**config.mk**
```make
export PLATFORM = sky130hd
export DESIGN_NAME = led_scan_ctrl_flat
export DESIGN_NICKNAME = d
export VERILOG_FILES = /design/src/rtl/led_scan_ctrl_if.sv /design/src/rtl/led_scan_ctrl.sv /design/src/flat_wrapper.sv
export SDC_FILE = /design/constraint.sdc
export NUM_CORES = 1
export LEC_CHECK = 0
export ABC_CLOCK_PERIOD_IN_PS = 7000
export CORE_MARGIN = 2
export CORE_UTILIZATION = 55
export DETAILED_ROUTE_END_ITERATION = 10
export GPL_ROUTABILITY_DRIVEN = 0
export PLACE_DENSITY = 0.76
export SETUP_SLACK_MARGIN = 0.1
export SLEW_MARGIN = 20
export SYNTH_ARGS = -nofsm -noshare
export SYNTH_HDL_FRONTEND = slang
export SYNTH_SLANG_ARGS = --single-unit
export TNS_END_PERCENT = 30
```
**constraint.sdc**
```tcl
create_clock -name clk -period 7 [get_ports clk]
set_input_delay 2.1 -clock clk [delete_from_list [all_inputs] [get_ports clk]]
set_output_delay 2.1 -clock clk [all_outputs]
set_load 0.01 [all_outputs]
```
**src/rtl/led_scan_ctrl_if.sv**
```systemverilog
// led_scan_ctrl_if: display-value valid/ready handshake between panel logic and the scan controller
interface led_scan_ctrl_if #(
   parameter int NUM_DIGITS = 4
);
   logic [4*NUM_DIGITS-1:0] value_in;
   logic                    value_valid;
   logic                    value_ready;
   modport master (output value_in, output value_valid, input value_ready);
   modport slave  (input value_in, input value_valid, output value_ready);
endinterface

```
**src/rtl/led_scan_ctrl.sv**
```systemverilog
// led_scan_ctrl: scans one shared registered hex-to-7-segment decoder across multiplexed digits
module led_scan_ctrl #(
   parameter int NUM_DIGITS   = 4,
   parameter int CLK_DIV      = 50000,
   parameter int BLANK_CYCLES = 2
) (
   input  logic                  clk,
   input  logic                  reset,
   led_scan_ctrl_if.slave        vbus,
   input  logic                  lz_blank_en,
   output logic [3:0]            dec_data_out,
   output logic                  dec_valid_out,
   output logic [NUM_DIGITS-1:0] digit_en_n,
   output logic                  frame_done
);
   localparam int MAXC = CLK_DIV > BLANK_CYCLES ? CLK_DIV : BLANK_CYCLES;
   localparam int CW   = $clog2(MAXC + 1);
   localparam int IW   = $clog2(NUM_DIGITS);
   localparam int DW   = 4 * NUM_DIGITS;
   typedef enum logic [1:0] {LOAD, SETTLE, ON, BLANK} state_t;
   state_t                  state_q, state_d;
   logic                    run_q;
   logic [CW-1:0]           cnt_q, cnt_d;
   logic [IW-1:0]           idx_q, idx_d;
   logic [DW-1:0]           disp_q, disp_d, pend_q, pend_d;
   logic                    full_q, full_d, supp_q, supp_d;
   logic [3:0]              data_q, data_d;
   logic                    dv_q, dv_d, fd_q, fd_d;
   logic [NUM_DIGITS-1:0]   en_n_q, en_n_d;
   logic                    accept;
   assign vbus.value_ready = ~full_q;
   assign dec_data_out     = data_q;
   assign dec_valid_out    = dv_q;
   assign digit_en_n       = en_n_q;
   assign frame_done       = fd_q;
   // Next slot state, pending/display transfer on the frame boundary (the frame_done cycle), and registered outputs
   always_comb begin
      state_d = state_q;
      cnt_d   = cnt_q;
      idx_d   = idx_q;
      accept  = vbus.value_valid & ~full_q;
      pend_d  = accept ? vbus.value_in : pend_q;
      full_d  = accept | (full_q & ~fd_q);
      disp_d  = fd_q && full_q ? pend_q : disp_q;
      if (run_q) begin
         case (state_q)
            LOAD:   state_d = SETTLE;
            SETTLE: begin
               state_d = ON;
               cnt_d   = '0;
            end
            ON: begin
               state_d = cnt_q == CW'(CLK_DIV - 1) ? BLANK : ON;
               cnt_d   = cnt_q == CW'(CLK_DIV - 1) ? '0 : cnt_q + 1'b1;
            end
            default: begin
               state_d = cnt_q == CW'(BLANK_CYCLES - 1) ? LOAD : BLANK;
               cnt_d   = cnt_q == CW'(BLANK_CYCLES - 1) ? '0 : cnt_q + 1'b1;
               idx_d   = cnt_q != CW'(BLANK_CYCLES - 1) ? idx_q :
                         idx_q == IW'(NUM_DIGITS - 1) ? '0 : idx_q + 1'b1;
            end
         endcase
      end
      supp_d = state_d == LOAD ? (lz_blank_en && idx_d != '0 && (disp_d >> {idx_d, 2'b00}) == '0) : supp_q;
      data_d = state_d == LOAD ? disp_d[{idx_d, 2'b00} +: 4] : data_q;
      dv_d   = state_d == LOAD;
      en_n_d = state_d == ON && !supp_d ? ~(NUM_DIGITS'(1) << idx_d) : '1;
      fd_d   = state_d == BLANK && cnt_d == CW'(BLANK_CYCLES - 1) && idx_d == IW'(NUM_DIGITS - 1);
   end
   // State and output registers; run_q lets the first edge after reset present LOAD of digit 0
   always_ff @(posedge clk or negedge reset) begin
      if (!reset) begin
         state_q <= LOAD;
         run_q   <= 1'b0;
         cnt_q   <= '0;
         idx_q   <= '0;
         disp_q  <= '0;
         pend_q  <= '0;
         full_q  <= 1'b0;
         supp_q  <= 1'b0;
         data_q  <= '0;
         dv_q    <= 1'b0;
         en_n_q  <= '1;
         fd_q    <= 1'b0;
      end else begin
         state_q <= state_d;
         run_q   <= 1'b1;
         cnt_q   <= cnt_d;
         idx_q   <= idx_d;
         disp_q  <= disp_d;
         pend_q  <= pend_d;
         full_q  <= full_d;
         supp_q  <= supp_d;
         data_q  <= data_d;
         dv_q    <= dv_d;
         en_n_q  <= en_n_d;
         fd_q    <= fd_d;
      end
   end
endmodule

```
**src/flat_wrapper.sv**
```systemverilog
// flat-port wrapper written by rule: the top's interface ports become plain ports
module led_scan_ctrl_flat 
#(
   parameter int NUM_DIGITS   = 4,
   parameter int CLK_DIV      = 50000,
   parameter int BLANK_CYCLES = 2
)
  (clk, reset, lz_blank_en, dec_data_out, dec_valid_out, digit_en_n, frame_done, vbus_value_in, vbus_value_valid, vbus_value_ready);
  led_scan_ctrl_if #(.NUM_DIGITS(NUM_DIGITS)) vbus_i ();
  input  logic clk;
  input  logic reset;
  input  logic lz_blank_en;
  output logic [3:0] dec_data_out;
  output logic dec_valid_out;
  output logic [NUM_DIGITS-1:0] digit_en_n;
  output logic frame_done;
  input wire logic [$bits(vbus_i.value_in)-1:0] vbus_value_in;
  input wire logic [$bits(vbus_i.value_valid)-1:0] vbus_value_valid;
  output wire logic [$bits(vbus_i.value_ready)-1:0] vbus_value_ready;
  assign vbus_i.value_in = vbus_value_in;
  assign vbus_i.value_valid = vbus_value_valid;
  assign vbus_value_ready = vbus_i.value_ready;
  led_scan_ctrl #(.NUM_DIGITS(NUM_DIGITS), .CLK_DIV(CLK_DIV), .BLANK_CYCLES(BLANK_CYCLES)) u_core (.clk(clk), .reset(reset), .vbus(vbus_i), .lz_blank_en(lz_blank_en), .dec_data_out(dec_data_out), .dec_valid_out(dec_valid_out), .digit_en_n(digit_en_n), .frame_done(frame_done));
endmodule
```
## After elaboration in Yosys (flattened, before gate mapping)

Cells that the tools add are included.

| operators by class | value |
|---|---|
| div/mod/pow operators | 0 |
| reduce and logical (&&, ||, !) cells | 12 |
| shift-type cells | 3 |
| mux-type cells | 15 |
| eq/ne operators | 10 |
| bitwise logic cells | 6 |
| multiply operators | 0 |
| $lt $le $gt $ge | 0 |
| add/subtract/negate cells | 2 |

Operators with widths:

| operator | count |
|---|---|
| 16-bit two-way mux | 4 |
| 16-bit one-hot mux with 3 select lines | 1 |
| 16-bit by 1-bit equality test with 1-bit output, second input constant | 2 |
| 16-bit by 1-bit adder with 16-bit output, second input constant | 1 |
| 16-bit equality test, second input constant | 1 |
| 16-bit zero test | 1 |
| 16-bit by 1-bit != test with 1-bit output, second input constant | 1 |
| 16-bit by 5-bit variable part select with 4-bit output | 1 |
| 16-bit by 4-bit right shift with 16-bit output | 1 |
| 2-bit two-way mux | 6 |
| 2-bit equality test, second input constant | 5 |
| 1-bit logical AND | 6 |
| 2-bit one-hot mux with 3 select lines | 1 |
| 2-bit zero test | 2 |
| 4-bit two-way mux | 1 |
| 4-bit NOT | 1 |
| 1-bit by 2-bit left shift with 4-bit output, first input constant | 1 |
| 3-bit OR reduction | 1 |
| 2-bit by 1-bit adder with 2-bit output, second input constant | 1 |
| 1-bit bitwise AND | 2 |
| 2-bit by 1-bit equality test with 1-bit output, second input constant | 1 |
| 1-bit two-way mux | 2 |
| 1-bit NOT | 2 |
| 2-bit nonzero test | 1 |
| 2 further kinds | 2 |

| storage, ports and cells | value |
|---|---|
| input port bits | 20 |
| latch bits | 0 |
| output and inout bits | 11 |
| bits in read-only memories | 0 |
| word-level logic and storage cells | 60 |
| register bits | 65 |
| memories | 0 |
| memory bits (writable) | 0 |

## Longest topological paths before layout

Gate-level depths: netlist of run 1.

| logic depth | value |
|---|---|
| word-level depth | 12 |
| gate-level depth with buffers | 10 |

## Least setup slack after synthesis of run 1

No wires, ideal clock.

| path | value |
|---|---|
| path type | input-to-reg |
| start | in vbus_value_valid |
| end | reg u_core.pend_q[10] |
| setup slack | 3.680 ns |
| stages | 4 |
| buffers on the path | 2 |
| library setup time | 0.125 ns |
| arrival | 3.195 ns |
| data required time | 6.875 ns |
| path through | nor2b_1 > clkbuf_1 > buf_1 > mux2_2 |

| on the way | value |
|---|---|
| longest elaborated chain between the ends | 1 |

RTL lines:

| what | RTL line | RTL |
|---|---|---|
| start, declared | flat_wrapper.sv:18 | `input wire logic [$bits(vbus_i.value_valid)-1:0] vbus_value_valid;` |
| 1-bit bitwise AND | led_scan_ctrl.sv:41 | `accept = vbus.value_valid & ~full_q;` |
| end signal, assigned | led_scan_ctrl.sv:91 | `pend_q <= pend_d;` |
| end, declared | led_scan_ctrl.sv:25 | `logic [DW-1:0] disp_q, disp_d, pend_q, pend_d;` |

Every way passes these cells.
A chain may end at the register's enable or synchronous reset.

## Final worst setup path of run 1

| path | value |
|---|---|
| start | reg u_core.en_n_q[1] (netlist: u_core.digit_en_n[1]) |
| end | out digit_en_n[1] |

RTL lines:

| what | RTL line | RTL |
|---|---|---|
| start, declared | led_scan_ctrl.sv:29 | `logic [NUM_DIGITS-1:0] en_n_q, en_n_d;` |
| start signal, assigned | led_scan_ctrl.sv:96 | `en_n_q <= en_n_d;` |
| end, declared | flat_wrapper.sv:15 | `output logic [NUM_DIGITS-1:0] digit_en_n;` |

No word-level cell between the ends.

==> summary.txt, run 1 <==
GRT
  • Routing usage on met2: 33.1%
  • Met1 global-route usage: 33.0%
  • Overflow after GRT: 0
  • Antenna violations before repair: 0
  • Largest net degree at the start of global routing: 66
  • M3 GR Usage: 4.24%
  • Vias in the first global route: 2326
  • GRT Overall Usage: 22.8%
  • First-pass GRT wire length: 11500 um
  • Gr busiest metal: met2

CTS
  • Hold_buf cts: 0
  • Clk sinks: 65
  • Setup bufs post-CTS: 0
  • Cts bufs inserted: 9
  • Worst-path clk slew: 70 ps
  • H-tree depth: 3
  • Clk buf depth: 2
  • Clock Tree Root: clkbuf_8
  • Post-cts sizing count: 0
  • Clock latency on the worst-skew pair: 340 ps
  • CTS tree: yes

Synth
  • FFs w/ async S/R, synth: 100%
  • Synth area leader: dfrtp_1
  • Post-Synthesis Cells: 296
  • Count leader, synth: dfrtp_1
  • Sequential fraction of the synthesis area: 48.5%
  • Syn Nets: 322
  • Most instantiated cells after synthesis: dfrtp_1, mux2_2, nand2_1, inv_1, nor2_1
  • Syn Std Cell Area: 3370 um2
  • Synth top area cells: dfrtp_1, mux2_2, mux2i_1
  • Post-synth top area share: 45.4%
  • Ys Warns: 0
  • Main synth FF type: dfrtp_1
  • Flops & latches, synth: 65
  • Number of synthesized flops with an enable pin: 0
  • Unique masters post-synth: 70
  • Syn Area/Cell: 11.4 um2

Place
  • IO buf count: 30
  • Placed Area: 3690 um2
  • Hpwl dp: 4930 um

Die
  • Core area: 5920 um2
  • Total Die Area: 6760 um2
  • Die Width: 82.2 um
  • I/O pin count: 31
  • Initial Utilization: 56.8%
  • Rows: 28
  • Die Y-Extent: 82.2 um

Cells and area
  • # fillers: 470
  • Share of post-route cells with drive strength above 1: 25.2%
  • Fin area: 3910 um2
  • P&R area growth vs syn: 16.1%
  • Final net count: 354
  • N_diodes: 0

Power
  • Total leakage power: 1.76 nW
  • PwrDens: 371 nW/um2
  • Maximum VDD drop: 0.239 mV

Setup path
  • Cell at the slowest stage of the critical path: dfstp_2
  • Critical path, cell by cell: clkdlybuf4s50_1
  • Crit path max fanout: 1
  • WP buf/inv: 1
  • CP Capture Type: output port
  • Crit path kind: flip-flop to output port
  • Worst setup SP type: flip-flop
  • Required @ worst endpoint: 4900 ps
  • CP peak stage delay: 520 ps
  • Arrival @ worst endpoint: 1380 ps
  • Delay-heaviest family, CP: flip-flops

STA
  • Slew @ Worst Pin: 993 ps
  • Slew Limit Fails: 0
  • Clk_skew: 8.78 ps
  • Tcrit/Tclk final: 49.7%
  • Setup-failing EPs final: 0
  • Post-layout min period: 3480 ps
  • Relative slew slack: 33.8%
  • Fmax: 0.287 GHz
  • RSZ-0062 raised after global routing: no
  • Final Hold Fails: 0
  • Setup_tns: 0 ps

Worst hold path
  • Class of the worst hold path: flip-flop to flip-flop

Detailed routing
  • Vias: 2397
  • Final ANT Viol Nets: 0
  • DR iter-0 viols: 163
  • First drt pass iteration count: 4
  • Via/cell ratio: 5.88
  • WL per Instance: 17.1 um
  • Number of remaining DRC errors: 0
  • WL final: 6970 um

Run status
  • Run status: completed

Run
  • Max Cap Viol: 0
[cells in the final DEF (no fill, tap or decap), drive strengths merged, types with 5 or more instances in the layout]
master,netlist,layout
a21oi,5,5
and3,5,5
o22ai,5,5
inv,17,17
ha,6,6
or2,5,5
clkbuf,3,10
nor4,8,8
clkdlybuf4s50,0,29
nand3,9,9
mux2i,12,12
nor2,18,18
dfrtp,61,61
o21ai,14,14
nand2,23,23
mux2,35,35
[path summary, 6_finish.rpt]
path / from / endpoint / slack (ps) / cells past startpoint
worst max register to register: u_core.cnt_q[0] / u_core.frame_done / 3830 / 8
worst min register to register: u_core.dec_data_out[0] / u_core.dec_data_out[0] / 490 / 1
worst min-delay path: u_core.dec_data_out[0] / u_core.dec_data_out[0] / 490 / 1
min in group asynchronous: reset / u_core.cnt_q[2] / 1910 / 2
worst max-delay path: u_core.digit_en_n[1] / digit_en_n[1] / 3520 / 1
max in group asynchronous: reset / u_core.cnt_q[1] / 4560 / 2
[cells by family after synthesis]
logic type                 after synthesis  synth area share (%)
AOI/OAI and AO/OA                       60                  13.3
xor gates and xnor gates                 1                 0.260
adders and majority gates                6                  2.23
buffers and inverters                   29                  4.42
DFF                                     65                  48.5
muxes                                   47                  15.3
other                                    1                 0.111
and+or+nand+nor                         87                  15.9
[per-stage QoR]
| stage | utilization, % | power, mW | instances | worst slack (ps) | hold slack [ps] |
|---|---|---|---|---|---|
| 5_1_grt | 66.0 | 1.54 | 408 | 3470 | 516 |
| 2_1_floorplan | - | 0.942 | 296 | 3680 | 465 |
| 6_report | 66.0 | 1.45 | 408 | 3520 | 494 |
| 3_5_place_dp | 62.3 | 1.10 | 392 | 3570 | 479 |
| 4_1_cts | 66.0 | 1.45 | 408 | 3500 | 489 |
| 3_3_place_gp | 62.3 | 1.08 | 392 | 3580 | 463 |
[where the power goes]
group / internal, mW / switching [mW]
Sequential: 0.493 / 0.0603
Combinational: 0.255 / 0.288
Clock: 0.202 / 0.151
[flip-flops by register name, summed over array words and instances, names as in the netlist, 2 cells and up]
| signal | count |
|---|---|
| u_core.dec_data_out | 4 |
| u_core.digit_en_n | 4 |
| u_core.cnt_q | 16 |
| u_core.disp_q | 16 |
| u_core.state_q | 2 |
| u_core.pend_q | 16 |
| u_core.idx_q | 2 |
[layer usage]
metal | share of wire (%) | up-vias
li1 | - | 1146
met1 | 49 | 1198
met2 | 45 | 45
met3 | 4.4 | 8
met4 | 1.4 | 0
met5 | 0 | -
[layout make-up]
| class | instances | area [um2] | area share, % |
|---|---|---|---|
| clock inverter | 6 | 92.6 | 2.37 |
| clock buffer | 10 | 128 | 3.27 |
| timing repair buffer | 32 | 310 | 7.94 |
| inverter | 18 | 67.6 | 1.73 |
| sequential | 65 | 1630 | 41.7 |
| tap | 75 | 93.8 | 2.40 |
| multi-input combinational | 202 | 1590 | 40.6 |
No activity file was read; power rests on OpenSTA's default activity.
==> run 2, diff against run 1 <==
- ABC_CLOCK_PERIOD_IN_PS: 7000 -> 3500
- clock period: 7 -> 3.5 ns (I/O delays scaled with it)
==> run 2 against run 1 <==
  * Flip-flop and latch count stayed put
  * Worst setup slack worse by 2700 ps
  * Routed wire length grew 2.5%
  * Final cell count increased by 0.74%
  * Clock power rose by 140%
  * Non-clock buffer count grew 3
  * Critical path type is now flip-flop to flip-flop
==> summary.txt, run 2 (synthesis results as in run 1) <==
Run
  • Max Cap Viol: 0

CTS
  • Clock Tree Root: clkbuf_8
  • Hold_buf cts: 0
  • Setup bufs post-CTS: 0
  • Cts bufs inserted: 9
  • Clk sinks: 65
  • H-tree depth: 3
  • Post-cts sizing count: 0
  • Clock latency on the worst-skew pair: 340 ps
  • Worst-path clk slew: 80 ps
  • CTS tree: yes
  • Clk buf depth: 2

Die
  • I/O pin count: 31
  • Total Die Area: 6760 um2
  • Die Y-Extent: 82.2 um
  • Core area: 5920 um2
  • Die Width: 82.2 um
  • Initial Utilization: 56.8%
  • Rows: 28

Power
  • Maximum VDD drop: 0.514 mV
  • Gate power share: 36.4%
  • Cell-internal power: 2.06 mW
  • Total leakage power: 1.80 nW
  • Switching Share: 32.8%
  • Flop pwr share: 35.8%
  • Clock Power Share: 27.8%
  • Net Switching: 1.01 mW
  • PwrDens: 769 nW/um2

Setup path
  • Worst setup SP type: flip-flop
  • Cell at the slowest stage of the critical path: dfrtp_1
  • CP peak stage delay: 460 ps
  • Crit path max fanout: 6
  • Crit path kind: flip-flop to flip-flop
  • Arrival @ worst endpoint: 2970 ps
  • CP Capture Type: flip-flop
  • Critical path, cell by cell: ha_1, nand3_4, or3_4, o21ba_1, o221a_1, a221oi_1, o2111ai_1, nor4_2
  • Required @ worst endpoint: 3750 ps

Worst hold path
  • Class of the worst hold path: flip-flop to flip-flop

Place
  • Hpwl dp: 5170 um
  • Placed instance count: 395
  • IO buf count: 30

Cells and area
  • Share of post-route cells with drive strength above 1: 25.9%
  • Post-Layout Cell Count: 411
  • Top Registers: u_core.cnt_q: 16 flops, u_core.disp_q: 16 flops, u_core.pend_q: 16 flops
  • Most common cell after layout, fill and taps aside: dfrtp_1
  • P&R area growth vs syn: 18.5%
  • Most frequent cells in the layout: dfrtp_1, mux2_2, clkdlybuf4s50_1, nand2_1, inv_1
  • Final net count: 357
  • N_diodes: 0
  • # fillers: 443

STA
  • Relative slew slack: 53.5%
  • Setup_tns: 0 ps
  • Tcrit/Tclk final: 77.6%
  • Final Hold Fails: 0
  • Clk_skew: 13.2 ps
  • Fmax: 0.368 GHz
  • Slew @ Worst Pin: 697 ps
  • RSZ-0062 raised after global routing: no
  • Post-layout min period: 2710 ps
  • Setup-failing EPs final: 0
  • Slew Limit Fails: 0

Detailed routing
  • First drt pass iteration count: 5
  • WL per Instance: 17.4 um
  • WL final: 7150 um
  • Number of remaining DRC errors: 0
  • DR iter-0 viols: 281
  • Vias: 2513
  • Final ANT Viol Nets: 0
  • Via/cell ratio: 6.11

GRT
  • Largest net degree at the start of global routing: 36
  • Overflow after GRT: 0
  • Antenna violations before repair: 0
  • GRT Overall Usage: 23.7%
  • First-pass GRT wire length: 11900 um
  • Vias in the first global route: 2414

Run status
  • Run status: completed
[run 2: cell count changes in the layout (fill, tap and decap cells not counted)]
cell	previous run	this run
inv_6	0	2
clkinvlp_4	2	0
buf_12	0	1
clkinv_4	2	0
bufinv_16	2	4
buf_4	2	4
[run 2: path summary, 6_finish.rpt]
path	startpoint	endpoint	slack, ps	depth (start not counted)
max	u_core.cnt_q[0]	u_core.frame_done	790	8
min	u_core.dec_data_out[0]	u_core.dec_data_out[0]	490	1
max reg2reg	u_core.cnt_q[0]	u_core.frame_done	790	8
min reg2reg	u_core.dec_data_out[0]	u_core.dec_data_out[0]	490	1
max in group asynchronous	reset	u_core.digit_en_n[2]	2070	2
min in group asynchronous	reset	u_core.cnt_q[8]	740	1
[run 2: per-layer routing]
metal  global-route usage (%)  part of all wire (%)  vias up
met4                     10.5                   2.2        0
met5                        0                     0        -
met3                     4.67                   5.8       23
met2                     35.5                    47      112
li1                         -                     -     1148
met1                     33.4                    45     1230
[run 2: stage by stage]
| step | util, % | area (um2) | hold slack, ps | power (mW) | setup slack [ps] |
|---|---|---|---|---|---|
| 2_1_floorplan | - | 3370 | 465 | 1.88 | 1130 |
| 3_3_place_gp | 62.9 | 3720 | 479 | 2.18 | 909 |
| 3_5_place_dp | 62.9 | 3720 | 478 | 2.22 | 860 |
| 4_1_cts | 67.4 | 3990 | 493 | 3.08 | 826 |
| 5_1_grt | 67.4 | 3990 | 521 | 3.25 | 610 |
| 6_report | 67.4 | 3990 | 488 | 3.07 | 785 |
[run 2: area by class of cell]
class | instances | area (um2) | share of cell area (%)
flip-flops and latches | 65 | 1630 | 40.9
multi-input cells | 202 | 1590 | 39.7
repair buffers | 35 | 345 | 8.66
clock inverters | 6 | 138 | 3.45
clock buffers | 10 | 128 | 3.20
well taps | 75 | 93.8 | 2.35
inverters | 18 | 67.6 | 1.69
[run 2: power groups by stage]
stage / logic (mW) / clock network (mW) / registers [mW]
after floorplan: 0.785 / 0 / 1.10
after global placement: 1.08 / 0 / 1.10
after detailed placement: 1.10 / 0 / 1.11
after CTS: 1.11 / 0.864 / 1.10
after global routing: 1.22 / 0.905 / 1.13
final: 1.12 / 0.851 / 1.10
[run 2: worst max-delay path: cells and delay by family, from the launching register on]
kind	cells	cell delay, ps
DFF	1	460
AOI/OAI and AO/OA	4	990
adders and majority gates	1	340
and+or+nand+nor	3	850
==> run 3, diff against run 2 <==
- ABC_CLOCK_PERIOD_IN_PS: 3500 -> 2480
- CORE_UTILIZATION: 55 -> 52
- PLACE_DENSITY: 0.76 -> 0.75
- clock period: 3.5 -> 2.48 ns (I/O delays scaled with it)
==> run 3 against run 2 <==
  * Sequential power is 43% higher
  * First-iteration DRC count is 25% lower
  * Maximum frequency is 8.7% higher
  * The flow now finishes with violations (negative setup slack)
  * Hold slack worse by 95 ps
  * Register-to-register slack worse by 800 ps
  * Largest power group unchanged
  * Clock skew is 4.2 ps higher
==> summary.txt, run 3 (synthesis results as in run 1) <==
Run status
  • Run status: finished, violations left
  • Failing checks: negative setup slack

Detailed routing
  • Met1 wire length: 3770 um
  • First drt pass iteration count: 5
  • DR iter-0 viols: 211
  • Final ANT Viol Nets: 0
  • Met2 WL post-DR: 3710 um
  • WL per Instance: 18.3 um
  • Vias: 2685
  • Top sig layer: met4
  • Number of remaining DRC errors: 0
  • WL final: 8210 um
  • WL met3: 586 um
  • Via/cell ratio: 5.97

Setup path
  • Crit path max fanout: 4
  • Worst setup SP type: flip-flop
  • Flop-to-flop setup slack: -20 ps
  • WP depth: 10
  • Delay-heaviest family, CP: simple AND/OR/NAND/NOR gates
  • Arrival @ worst endpoint: 2750 ps
  • Reg-to-Reg End: u_core.frame_done
  • CP Capture Type: flip-flop
  • Required @ worst endpoint: 2730 ps
  • Worst r2r src: u_core.cnt_q[1]
  • Critical Path End: u_core.frame_done
  • Critical path, cell by cell: buf_4, ha_4, nand3_4, or3_4, o21ba_4, o21ai_4, buf_6, nor3_1, or3b_4, nor4_4
  • Crit path kind: flip-flop to flip-flop
  • WP buf/inv: 2
  • Cell at the slowest stage of the critical path: or3b_4
  • Worst Setup SP: u_core.cnt_q[1]
  • CP peak stage delay: 420 ps
  • Reg2Reg Depth: 10

Die
  • Die Width: 84.5 um
  • Core area: 6310 um2
  • I/O pin count: 31
  • Total Die Area: 7130 um2
  • Initial Utilization: 53.3%
  • Rows: 29
  • Die Y-Extent: 84.5 um

GRT
  • Vias in the first global route: 2643
  • First-pass GRT wire length: 13600 um
  • Antenna violations before repair: 0
  • Largest net degree at the start of global routing: 66
  • Overflow after GRT: 0
  • GRT Overall Usage: 24.5%

STA
  • Relative slew slack: 62.7%
  • Setup_tns: -18.1 ps
  • Tcrit/Tclk final: 101%
  • Slew @ Worst Pin: 551 ps
  • Clk_skew: 17.4 ps
  • RSZ-0062 raised after global routing: yes
  • Final Hold Fails: 0
  • Slew Limit Fails: 0
  • Post-layout min period: 2500 ps
  • Setup WS post-layout: -18.1 ps
  • Fmax: 0.400 GHz
  • Setup-failing EPs final: 1

Place
  • Placed instance count: 417
  • Hpwl dp: 5260 um
  • IO buf count: 30

Power
  • Maximum VDD drop: 0.729 mV
  • Total leakage power: 1.98 nW
  • PwrDens: 1030 nW/um2

CTS
  • Clock Tree Root: clkbuf_8
  • Worst-path clk slew: 80 ps
  • Clk sinks: 65
  • CTS tree: yes
  • H-tree depth: 3
  • Clock latency on the worst-skew pair: 350 ps
  • Cts bufs inserted: 9
  • Clk buf depth: 2

Run
  • Max Cap Viol: 0

Cells and area
  • Final core utilization: 69.3%
  • Top Registers: u_core.cnt_q: 16 flops, u_core.disp_q: 16 flops, u_core.pend_q: 16 flops
  • P&R area growth vs syn: 30.0%
  • Post-Layout Cell Count: 450
  • Final net count: 394
  • Most common cell after layout, fill and taps aside: dfrtp_1
  • Share of post-route cells with drive strength above 1: 39.9%
  • Most frequent cells in the layout: dfrtp_1, buf_4, mux2_2, clkdlybuf4s50_1, nand2_1
  • N_diodes: 0

Worst hold path
  • Class of the worst hold path: input pin to async pin
run 3: changes by cell type in the layout (fill, tap and decap cells not counted), sizes merged:
cell / change
buf: +36
nor2: +1
clkbuf: -1
bufinv: -3
clkinv: +3
clkinvlp: +1
run 3: what timing repair did:
action / in CTS / in global routing
setup endpoints to repair: 4 / 10
hold buffers: 0 / 0
pin swaps: 5 / 8
cloned: 1 / 0
gates resized for setup: 11 / 32
setup buffers: 5 / 11
run 3: report_power, final:
group | switching [mW] | leakage (nW) | internal [mW]
Sequential | 0.174 | 0.837 | 1.39
Clock | 0.454 | 0.100 | 0.472
Combinational | 0.992 | 1.04 | 1.01
Total | 1.62 | 1.98 | 2.88
run 3: worst min path at each step:
| stage | slack (ps) | to | start | cells past startpoint |
|---|---|---|---|---|
| after floorplan | 450 | u_core.cnt_q[0] | reset | 0 |
| after global placement | 480 | u_core.dec_data_out[2] | u_core.dec_data_out[2] | 1 |
| after detailed placement | 490 | u_core.disp_q[0] | u_core.disp_q[0] | 1 |
| after CTS | 410 | u_core.pend_q[12] | reset | 2 |
| after global routing | 420 | u_core.idx_q[1] | reset | 2 |
| final | 390 | u_core.cnt_q[5] | reset | 2 |
run 3: layout make-up:
class                   instances  area [um2]
clock buffers                   9         124
clock inverters                 7        77.6
fillers                       469        1940
inverters                      18        67.6
multi-input cells             203        1740
flip-flops and latches         65        1640
well taps                      77        96.3
repair buffers                 71         636
run 3: layer usage:
layer,track usage [%],vias to the layer above
li1,-,1228
met1,35.9,1334
met2,35.6,104
met3,6.29,19
met4,8.51,0
met5,0,-
run 3: per-stage QoR:
step / total power [mW] / cell area, um2 / worst slack (ps) / hold WS (ps)
3_3_place_gp: 3.17 / 3890 / 29.8 / 477
5_1_grt: 4.78 / 4380 / -110 / 424
2_1_floorplan: 2.66 / 3370 / 112 / 448
4_1_cts: 4.25 / 4170 / 99.4 / 406
3_5_place_dp: 3.21 / 3890 / -40.4 / 491
6_report: 4.50 / 4380 / -18.1 / 393
run 3: worst register-to-register path, delay by kind of cell (launching register included):
family	cells	cell delay [ps]
adders and majority gates	1	150
AOI/OAI and AO/OA	2	390
buffers and inverters	2	280
DFF	1	400
and+or+nand+nor	5	1200
